### config.mk
export PLATFORM = sky130hd
export DESIGN_NAME = sense_sync_rx
export DESIGN_NICKNAME = d
export VERILOG_FILES = /design/src/rtl/sense_sync_rx.sv
export SDC_FILE = /design/constraint.sdc
export NUM_CORES = 1
export LEC_CHECK = 0
export CORE_MARGIN = 1
export CORE_UTILIZATION = 30
export CTS_BUF_LIST = sky130_fd_sc_hd__clkbuf_8
export CTS_CLUSTER_DIAMETER = 150
export DETAILED_ROUTE_END_ITERATION = 8
export GPL_TIMING_DRIVEN = 0
export PLACE_DENSITY = 0.55
export RECOVER_POWER = 50
export SYNTH_ARGS = -nofsm -noshare
export SYNTH_HDL_FRONTEND = slang
export SYNTH_SLANG_ARGS = --single-unit
### constraint.sdc
create_clock -name clk -period 3.1 [get_ports clk]
set_clock_uncertainty 0.2 [all_clocks]
set_input_delay 0.465 -clock clk [delete_from_list [all_inputs] [get_ports clk]]
set_output_delay 0.465 -clock clk [all_outputs]
set_load 0.02 [all_outputs]
### src/rtl/sense_sync_rx.sv
// Terminates a 4-phase bundled-data push channel into clk, buffering bits in a FWFT FIFO.
// Optional statistics counters are enabled by defining SENSE_RX_STATS_EN.
module sense_sync_rx #(
  parameter int DEPTH       = 4,
  parameter int SYNC_STAGES = 2
`ifdef SENSE_RX_STATS_EN
  ,
  parameter int CNT_W       = 16
`endif
) (
  input  logic                     clk,
  input  logic                     nreset,
  input  logic                     push_0r,
  output logic                     push_0a,
  input  logic                     push_0d,
  output logic                     out_valid,
  input  logic                     out_ready,
  output logic                     out_data,
  output logic [$clog2(DEPTH):0]   fifo_level
`ifdef SENSE_RX_STATS_EN
  ,
  input  logic                     stat_clr,
  output logic [CNT_W-1:0]         stat_ones,
  output logic [CNT_W-1:0]         stat_total,
  output logic [CNT_W-1:0]         stat_stall
`endif
);

  localparam int AW = $clog2(DEPTH);
  localparam logic [AW:0] FULL_LVL = (AW+1)'(DEPTH);

  typedef enum logic [1:0] {IDLE, CAPT, WAITLO} state_t;

  state_t                 state_q, state_d;
  logic                   ack_q, ack_d;
  logic [SYNC_STAGES-1:0] sync_q, sync_d;
  logic [DEPTH-1:0]       mem_q, mem_d;
  logic [AW-1:0]          wr_ptr_q, wr_ptr_d, rd_ptr_q, rd_ptr_d;
  logic [AW:0]            level_q, level_d;
  logic                   req_s, full, wr_en, pop;

  assign sync_d = {sync_q[SYNC_STAGES-2:0], push_0r};
  assign req_s  = sync_q[SYNC_STAGES-1];
  // Full is judged on the registered level, so a same-cycle pop defers a write.
  assign full   = (level_q == FULL_LVL);
  assign pop    = (level_q != '0) && out_ready;

  always_comb begin
    state_d = state_q;
    ack_d   = ack_q;
    wr_en   = 1'b0;
    case (state_q)
      IDLE: begin
        ack_d = 1'b0;
        if (req_s) state_d = CAPT;
      end
      CAPT: begin
        if (!full) begin
          wr_en   = 1'b1;
          ack_d   = 1'b1;
          state_d = WAITLO;
        end
      end
      WAITLO: begin
        if (!req_s) begin
          ack_d   = 1'b0;
          state_d = IDLE;
        end
      end
      default: begin
        ack_d   = 1'b0;
        state_d = IDLE;
      end
    endcase
  end

  always_comb begin
    mem_d = mem_q;
    if (wr_en) mem_d[wr_ptr_q] = push_0d;
    wr_ptr_d = wr_ptr_q + AW'(wr_en);
    rd_ptr_d = rd_ptr_q + AW'(pop);
    level_d  = level_q + (AW+1)'(wr_en) - (AW+1)'(pop);
  end

  always_ff @(posedge clk or negedge nreset) begin
    if (!nreset) begin
      state_q  <= IDLE;
      ack_q    <= 1'b0;
      sync_q   <= '0;
      mem_q    <= '0;
      wr_ptr_q <= '0;
      rd_ptr_q <= '0;
      level_q  <= '0;
    end else begin
      state_q  <= state_d;
      ack_q    <= ack_d;
      sync_q   <= sync_d;
      mem_q    <= mem_d;
      wr_ptr_q <= wr_ptr_d;
      rd_ptr_q <= rd_ptr_d;
      level_q  <= level_d;
    end
  end

  assign push_0a    = ack_q;
  assign out_valid  = (level_q != '0);
  assign out_data   = mem_q[rd_ptr_q];
  assign fifo_level = level_q;

`ifdef SENSE_RX_STATS_EN
  logic [CNT_W-1:0] ones_q, ones_d, total_q, total_d, stall_q, stall_d;
  logic             stall;

  function automatic logic [CNT_W-1:0] sat_inc(input logic [CNT_W-1:0] v, input logic en);
    return (en && !(&v)) ? v + CNT_W'(1) : v;
  endfunction

  assign stall = (state_q == CAPT) && full;

  always_comb begin
    ones_d  = sat_inc(ones_q, wr_en && push_0d);
    total_d = sat_inc(total_q, wr_en);
    stall_d = sat_inc(stall_q, stall);
    if (stat_clr) begin
      ones_d  = '0;
      total_d = '0;
      stall_d = '0;
    end
  end

  always_ff @(posedge clk or negedge nreset) begin
    if (!nreset) begin
      ones_q  <= '0;
      total_q <= '0;
      stall_q <= '0;
    end else begin
      ones_q  <= ones_d;
      total_q <= total_d;
      stall_q <= stall_d;
    end
  end

  assign stat_ones  = ones_q;
  assign stat_total = total_q;
  assign stat_stall = stall_q;
`endif

endmodule

==> impl_metrics.tcl, run 1 <==
set metrics [dict create \
    status "finished, final reports clean" \
    setup_violations 0 \
    cts_tree "built" \
    dp_slack_ns 0.649 \
    critPathSlowestCell "clkdlybuf4s50_1" \
    finalNetCount 72 \
    post_cts_resized 0 \
    clock_latency_ns 0.24 \
    cts_buffers 3 \
    rsz0062_at_grt "false" \
    hpwl_um 745 \
    via_per_inst 4.51 \
    drive_gt1_share_pct 16.1 \
    slew_violations 0 \
    crit_chain "or3_2 -> clkdlybuf4s50_1" \
    wire_per_inst_um 11.1 \
    syn_nets 57 \
    tightest_slew_ns 0.697 \
    worstPathArrival_ns 1.78 \
    min_path_cells 0 \
    cp_top_family "buffers and inverters" \
    antenna_found_initial 0 \
    wl_um 996 \
    grt_pass1_vias 435 \
    area_growth_pct 25.3 \
    synth-seq-cells 16 \
    drt_drc_violations_left 0 \
    ant_nets 0 \
    fmax_ghz 0.409 \
    overflow 0 \
    worstPathMaxFanout 5 \
    ys_seq_area_share_pct 57.3 \
    cp.depth 2 \
    numPortBuffers 10 \
    power_density_mw_per_mm2 1090 \
    cts_buffer_depth 2 \
    vdd_drop_max_uv 476 \
    yosysWarnings 0 \
    period_share_pct 78.8 \
    grt.total_usage_pct 10.5 \
    route.vias.total 406 \
    relSlewSlack_pct 53.3 \
    hp-class "flop to flop" \
    cp-end-kind "output port" \
    die_h_um 50.2 \
    cp.required_ns 2.43 \
    hold_viol_final 0 \
    start_kind "flop" \
    maxCapViolations 0 \
    path_buf_inv 1 \
    netlist_area_um2 698 \
    leakage_uw 0.000366 \
    cts_root_buf "clkbuf_8" \
    diodes 0 \
    htree_levels 1 \
    worst_hold_slack_ns 0.148 \
    setup_ws_ns 0.657 \
    row_count 17 \
    synth.area.top_cells "dfrtp_1 (57%), xnor2_1 (6.3%), mux2_2 (4.8%), ha_1 (3.6%), mux4_2 (3.2%)" \
    holdBufCountCts 0 \
    drtIter0Drc 0 \
    num_io_pins 11 \
    avgSynthCellArea_um2 14.2 \
    die_w_um 50.2 \
    synth_top_area_share_pct 57.3 \
    synth_largest_area_cell "dfrtp_1" \
    core_area_mm2 0.00221 \
    die_area_mm2 0.00252 \
    cts.clk_slew.worst_paths_ns 0.06 \
    grt_max_degree 17 \
    cts.sinks 16 \
    gp_congestion 0.685 \
    setup_tns_ns 0 \
    reg2reg_depth 8 \
    synthCells 49 \
    critPathKind "flop to output port" \
    fin_crit_ns 2.44 \
    drt_pass1_iterations 1 \
    cts_setup_buffers 0 \
    slowest_delay_ns 0.56 \
    grt_first_pass_wirelength_um 1930 \
    postLayoutCoreUtil_pct 39.5 \
    ys_types 23 \
    initial_core_util_pct 31.6 \
]
[flip-flops by register name, summed over array words and instances (netlist names)]
signal	count
fifo_level	3
mem_q	4
push_0a	1
rd_ptr_q	2
state_q	2
sync_q	2
wr_ptr_q	2
[logic make-up after synthesis]
logic type	after synthesis	synth area share, %
AND/OR/NAND/NOR	14	14.5
multiplexers	6	11.1
buffers and inverters	2	1.08
AO/OA/AOI/OAI	2	1.97
adder cells (fa/ha/maj)	3	6.45
flip-flops	16	57.3
XOR/XNOR	6	7.53
[cell type report]
cell class | count | area, um2
Inverter | 2 | 7.51
Timing Repair Buffer | 10 | 100
Clock buffer | 3 | 41.3
Fill cell | 224 | 1340
Multi-Input combinational cell | 31 | 290
Tap cell | 28 | 35.0
Sequential cell | 16 | 400
[cells in the mapped netlist (all sizes together)]
cell type / n
nand2b: 1
inv: 2
nor4b: 1
nor4: 1
a2bb2oi: 1
mux4: 1
nor3: 1
nand3: 1
or4b: 1
or3: 1
nor2: 3
nor3b: 1
nand2: 2
mux2: 4
xnor2: 5
fa: 1
dfrtp: 16
o21ai: 1
xor2: 1
ha: 2
nand3b: 1
mux2i: 1
[stage by stage]
| stage | total power (uW) | instance area (um2) | std cells |
|---|---|---|---|
| global route | 1050 | 875 | 90 |
| global placement | 818 | 833 | 87 |
| finish | 956 | 875 | 90 |
| floorplan | 681 | 698 | 49 |
| detailed placement | 822 | 833 | 87 |
| CTS | 974 | 875 | 90 |
[placed cells by master (no fill, tap or decap), drive strengths merged]
cell,count
fa,1
o21ai,1
inv,2
nand3b,1
a2bb2oi,1
or4b,1
nor3,1
dlygate4sd3,2
clkdlybuf4s50,8
nor4b,1
nand2b,1
nor2,3
nor3b,1
xnor2,5
clkbuf,3
ha,2
xor2,1
mux4,1
dfrtp,16
mux2,4
nand2,2
nand3,1
or3,1
nor4,1
mux2i,1
[worst paths after layout]
check | start | endpoint | slack (ns)
worst max-delay path | fifo_level[1] | out_valid | 0.66
worst min-delay path | sync_q[0] | sync_q[1] | 0.15
worst max register to register | fifo_level[1] | fifo_level[2] | 0.68
worst min register to register | sync_q[0] | sync_q[1] | 0.15
max in group asynchronous | nreset | rd_ptr_q[0] | 1.75
min in group asynchronous | nreset | fifo_level[2] | 0.51
[metal layers]
metal	global-route usage, %	vias up	part of all wire (%)	routed length (um)
met2	14.4	7	45	448
met3	3.03	2	4.2	42
met1	14.7	199	50	496
li1	-	198	-	-
met5	0	-	0	0
met4	5.71	0	0.80	8
[power breakdown]
group          switching [uW]  total (uW)  leakage (uW)  internal, uW
Sequential               90.9         397      0.000192           306
Combinational             176         410      0.000152           234
Clock                    63.4         149     0.0000216          85.8
Total                     330         956      0.000366           626
Power figures use the tool's default switching activity.
==> run 2, diff against run 1 <==
- PLACE_DENSITY: 0.55 -> 0.56
- clock period: 3.1 -> 2.1 ns (I/O delays scaled with it)
==> run 2 against run 1 <==
  * The flow now finishes with violations (negative setup slack)
  * Highest routed layer unchanged
  * Combinational power rose by 100%
  * Sequential cell count did not move
  * Critical endpoint is now fifo_level[2]
  * Via count increased by 15%
  * Largest cell class unchanged
  * Final cell count increased by 10%
  * Worst hold slack gained 0.0037 ns
  * Register-to-register slack worse by 0.75 ns
  * Core utilization increased by 4.7 points
==> impl_metrics.tcl, run 2 (synthesized netlist as in run 1, its figures left out) <==
set metrics [dict create \
    layout_common_cells "dfrtp_1 (13), buf_4 (8), clkdlybuf4s50_1 (6)" \
    top_register "mem_q" \
    drt_pass1_iterations 4 \
    setup_tns_ns -0.0699 \
    cts_root_buf "clkbuf_8" \
    crit_top_cell "xnor2_2" \
    htree_levels 1 \
    slowest_delay_ns 0.41 \
    cp.required_ns 2.03 \
    reg2reg_depth 8 \
    crit_chain "or3_4 -> nand2_4 -> xnor2_2 -> ha_2 -> inv_2 -> fa_2 -> xnor2_2 -> xnor2_1" \
    die_area_mm2 0.00252 \
    gp_congestion 0.678 \
    overflow 0 \
    holdBufCountCts 0 \
    hpwl_um 848 \
    die_w_um 50.2 \
    numPortBuffers 10 \
    diodes 0 \
    core_area_mm2 0.00221 \
    drtIter0Drc 3 \
    wl_um 1240 \
    row_count 17 \
    area_growth_pct 40.1 \
    largest_reg_flops 4 \
    finalNetCount 80 \
    period_share_pct 103 \
    drt_drc_violations_left 0 \
    busiest_layer "met2" \
    antenna_found_initial 0 \
    grt.total_usage_pct 12.1 \
    grtUsageMet2_pct 18.0 \
    rsz0062_at_grt "true" \
    drive_gt1_share_pct 40.8 \
    hp-class "flop to flop" \
    die_h_um 50.2 \
    maxCapViolations 0 \
    initial_core_util_pct 31.6 \
    ant_nets 0 \
    status "finished with violations" \
    fin_crit_ns 2.17 \
    dp_slack_ns -0.216 \
    hold_viol_final 0 \
    critPathSlowestCell "dfrtp_2" \
    relSlewSlack_pct 52.1 \
    grt_first_pass_wirelength_um 2200 \
    setup_ws_ns -0.0699 \
    setup_violations 1 \
    cts_buffers 3 \
    final_common_cell "dfrtp_1" \
    cts_tree "built" \
    failed_checks "negative setup slack" \
    min_path_cells 0 \
    cts.clk_slew.worst_paths_ns 0.06 \
    via_per_inst 4.72 \
    met3_usage_pct 1.82 \
    grt_max_degree 17 \
    route.vias.total 467 \
    slew_violations 0 \
    worstPathMaxFanout 3 \
    clock_latency_ns 0.25 \
    cts_buffer_depth 2 \
    multiInputGateArea_um2 329 \
    grt_pass1_vias 481 \
    vdd_drop_max_uv 865 \
    fillers 225 \
    num_io_pins 11 \
    grtUsageMet1_pct 16.0 \
    start_kind "flop" \
    fmax_ghz 0.461 \
    tightest_slew_ns 0.717 \
    worstPathArrival_ns 2.10 \
    critPathKind "flop to flop" \
    power_uw 1620 \
    register_area_um2 404 \
    power_density_mw_per_mm2 1660 \
    leakage_uw 0.000419 \
    wire_per_inst_um 12.5 \
    cp-end-kind "flop" \
    cts.sinks 16 \
]
-- run 2: area by class of cell --
type	instances	share of cell area, %
clock inverter	1	0.384
clock buffer	3	4.22
timing repair buffer	18	16.1
multi-input combinational	31	33.6
sequential	16	41.3
inverter	2	0.767
tap	28	3.58
-- run 2: worst paths after layout --
kind                               start             to  slack [ns]
max                        fifo_level[0]  fifo_level[2]       -0.07
min                            sync_q[0]      sync_q[1]        0.15
max reg2reg                fifo_level[0]  fifo_level[2]       -0.07
min reg2reg                    sync_q[0]      sync_q[1]        0.15
max in group asynchronous         nreset  fifo_level[0]        0.84
min in group asynchronous         nreset      sync_q[0]        0.36
-- run 2: timing repair --
| action | in CTS | in global routing |
|---|---|---|
| setup endpoints to repair | 4 | 2 |
| setup buffers | 7 | 1 |
| pin swaps | 4 | 3 |
| resized for setup | 5 | 3 |
-- run 2: through the flow --
step	instances	util, %	area, um2	hold slack, ns
after global placement	87	38.9	860	0.135
after global routing	99	44.2	978	0.168
after floorplan	49	-	724	-0.181
after detailed placement	87	38.9	860	0.143
after CTS	98	43.8	970	0.159
final	99	44.2	978	0.152
-- run 2: critical path: cells and delay by family, from the launching register on --
family / cells / cell delay [ns]
buffers and inverters: 1 / 0.03
xor gates and xnor gates: 3 / 0.37
DFF: 1 / 0.41
adders and majority gates: 2 / 0.53
and+or+nand+nor: 2 / 0.50
-- run 2: layer usage --
| metal | up-vias | wire, um |
|---|---|---|
| met3 | 2 | 39 |
| met5 | - | 0 |
| li1 | 217 | - |
| met2 | 13 | 634 |
| met1 | 235 | 553 |
| met4 | 0 | 9 |
-- run 2: power by group --
part | switching [uW] | internal (uW) | total (uW)
Combinational | 353 | 465 | 818
Sequential | 115 | 457 | 573
Clock | 99.9 | 129 | 229
Total | 569 | 1050 | 1620
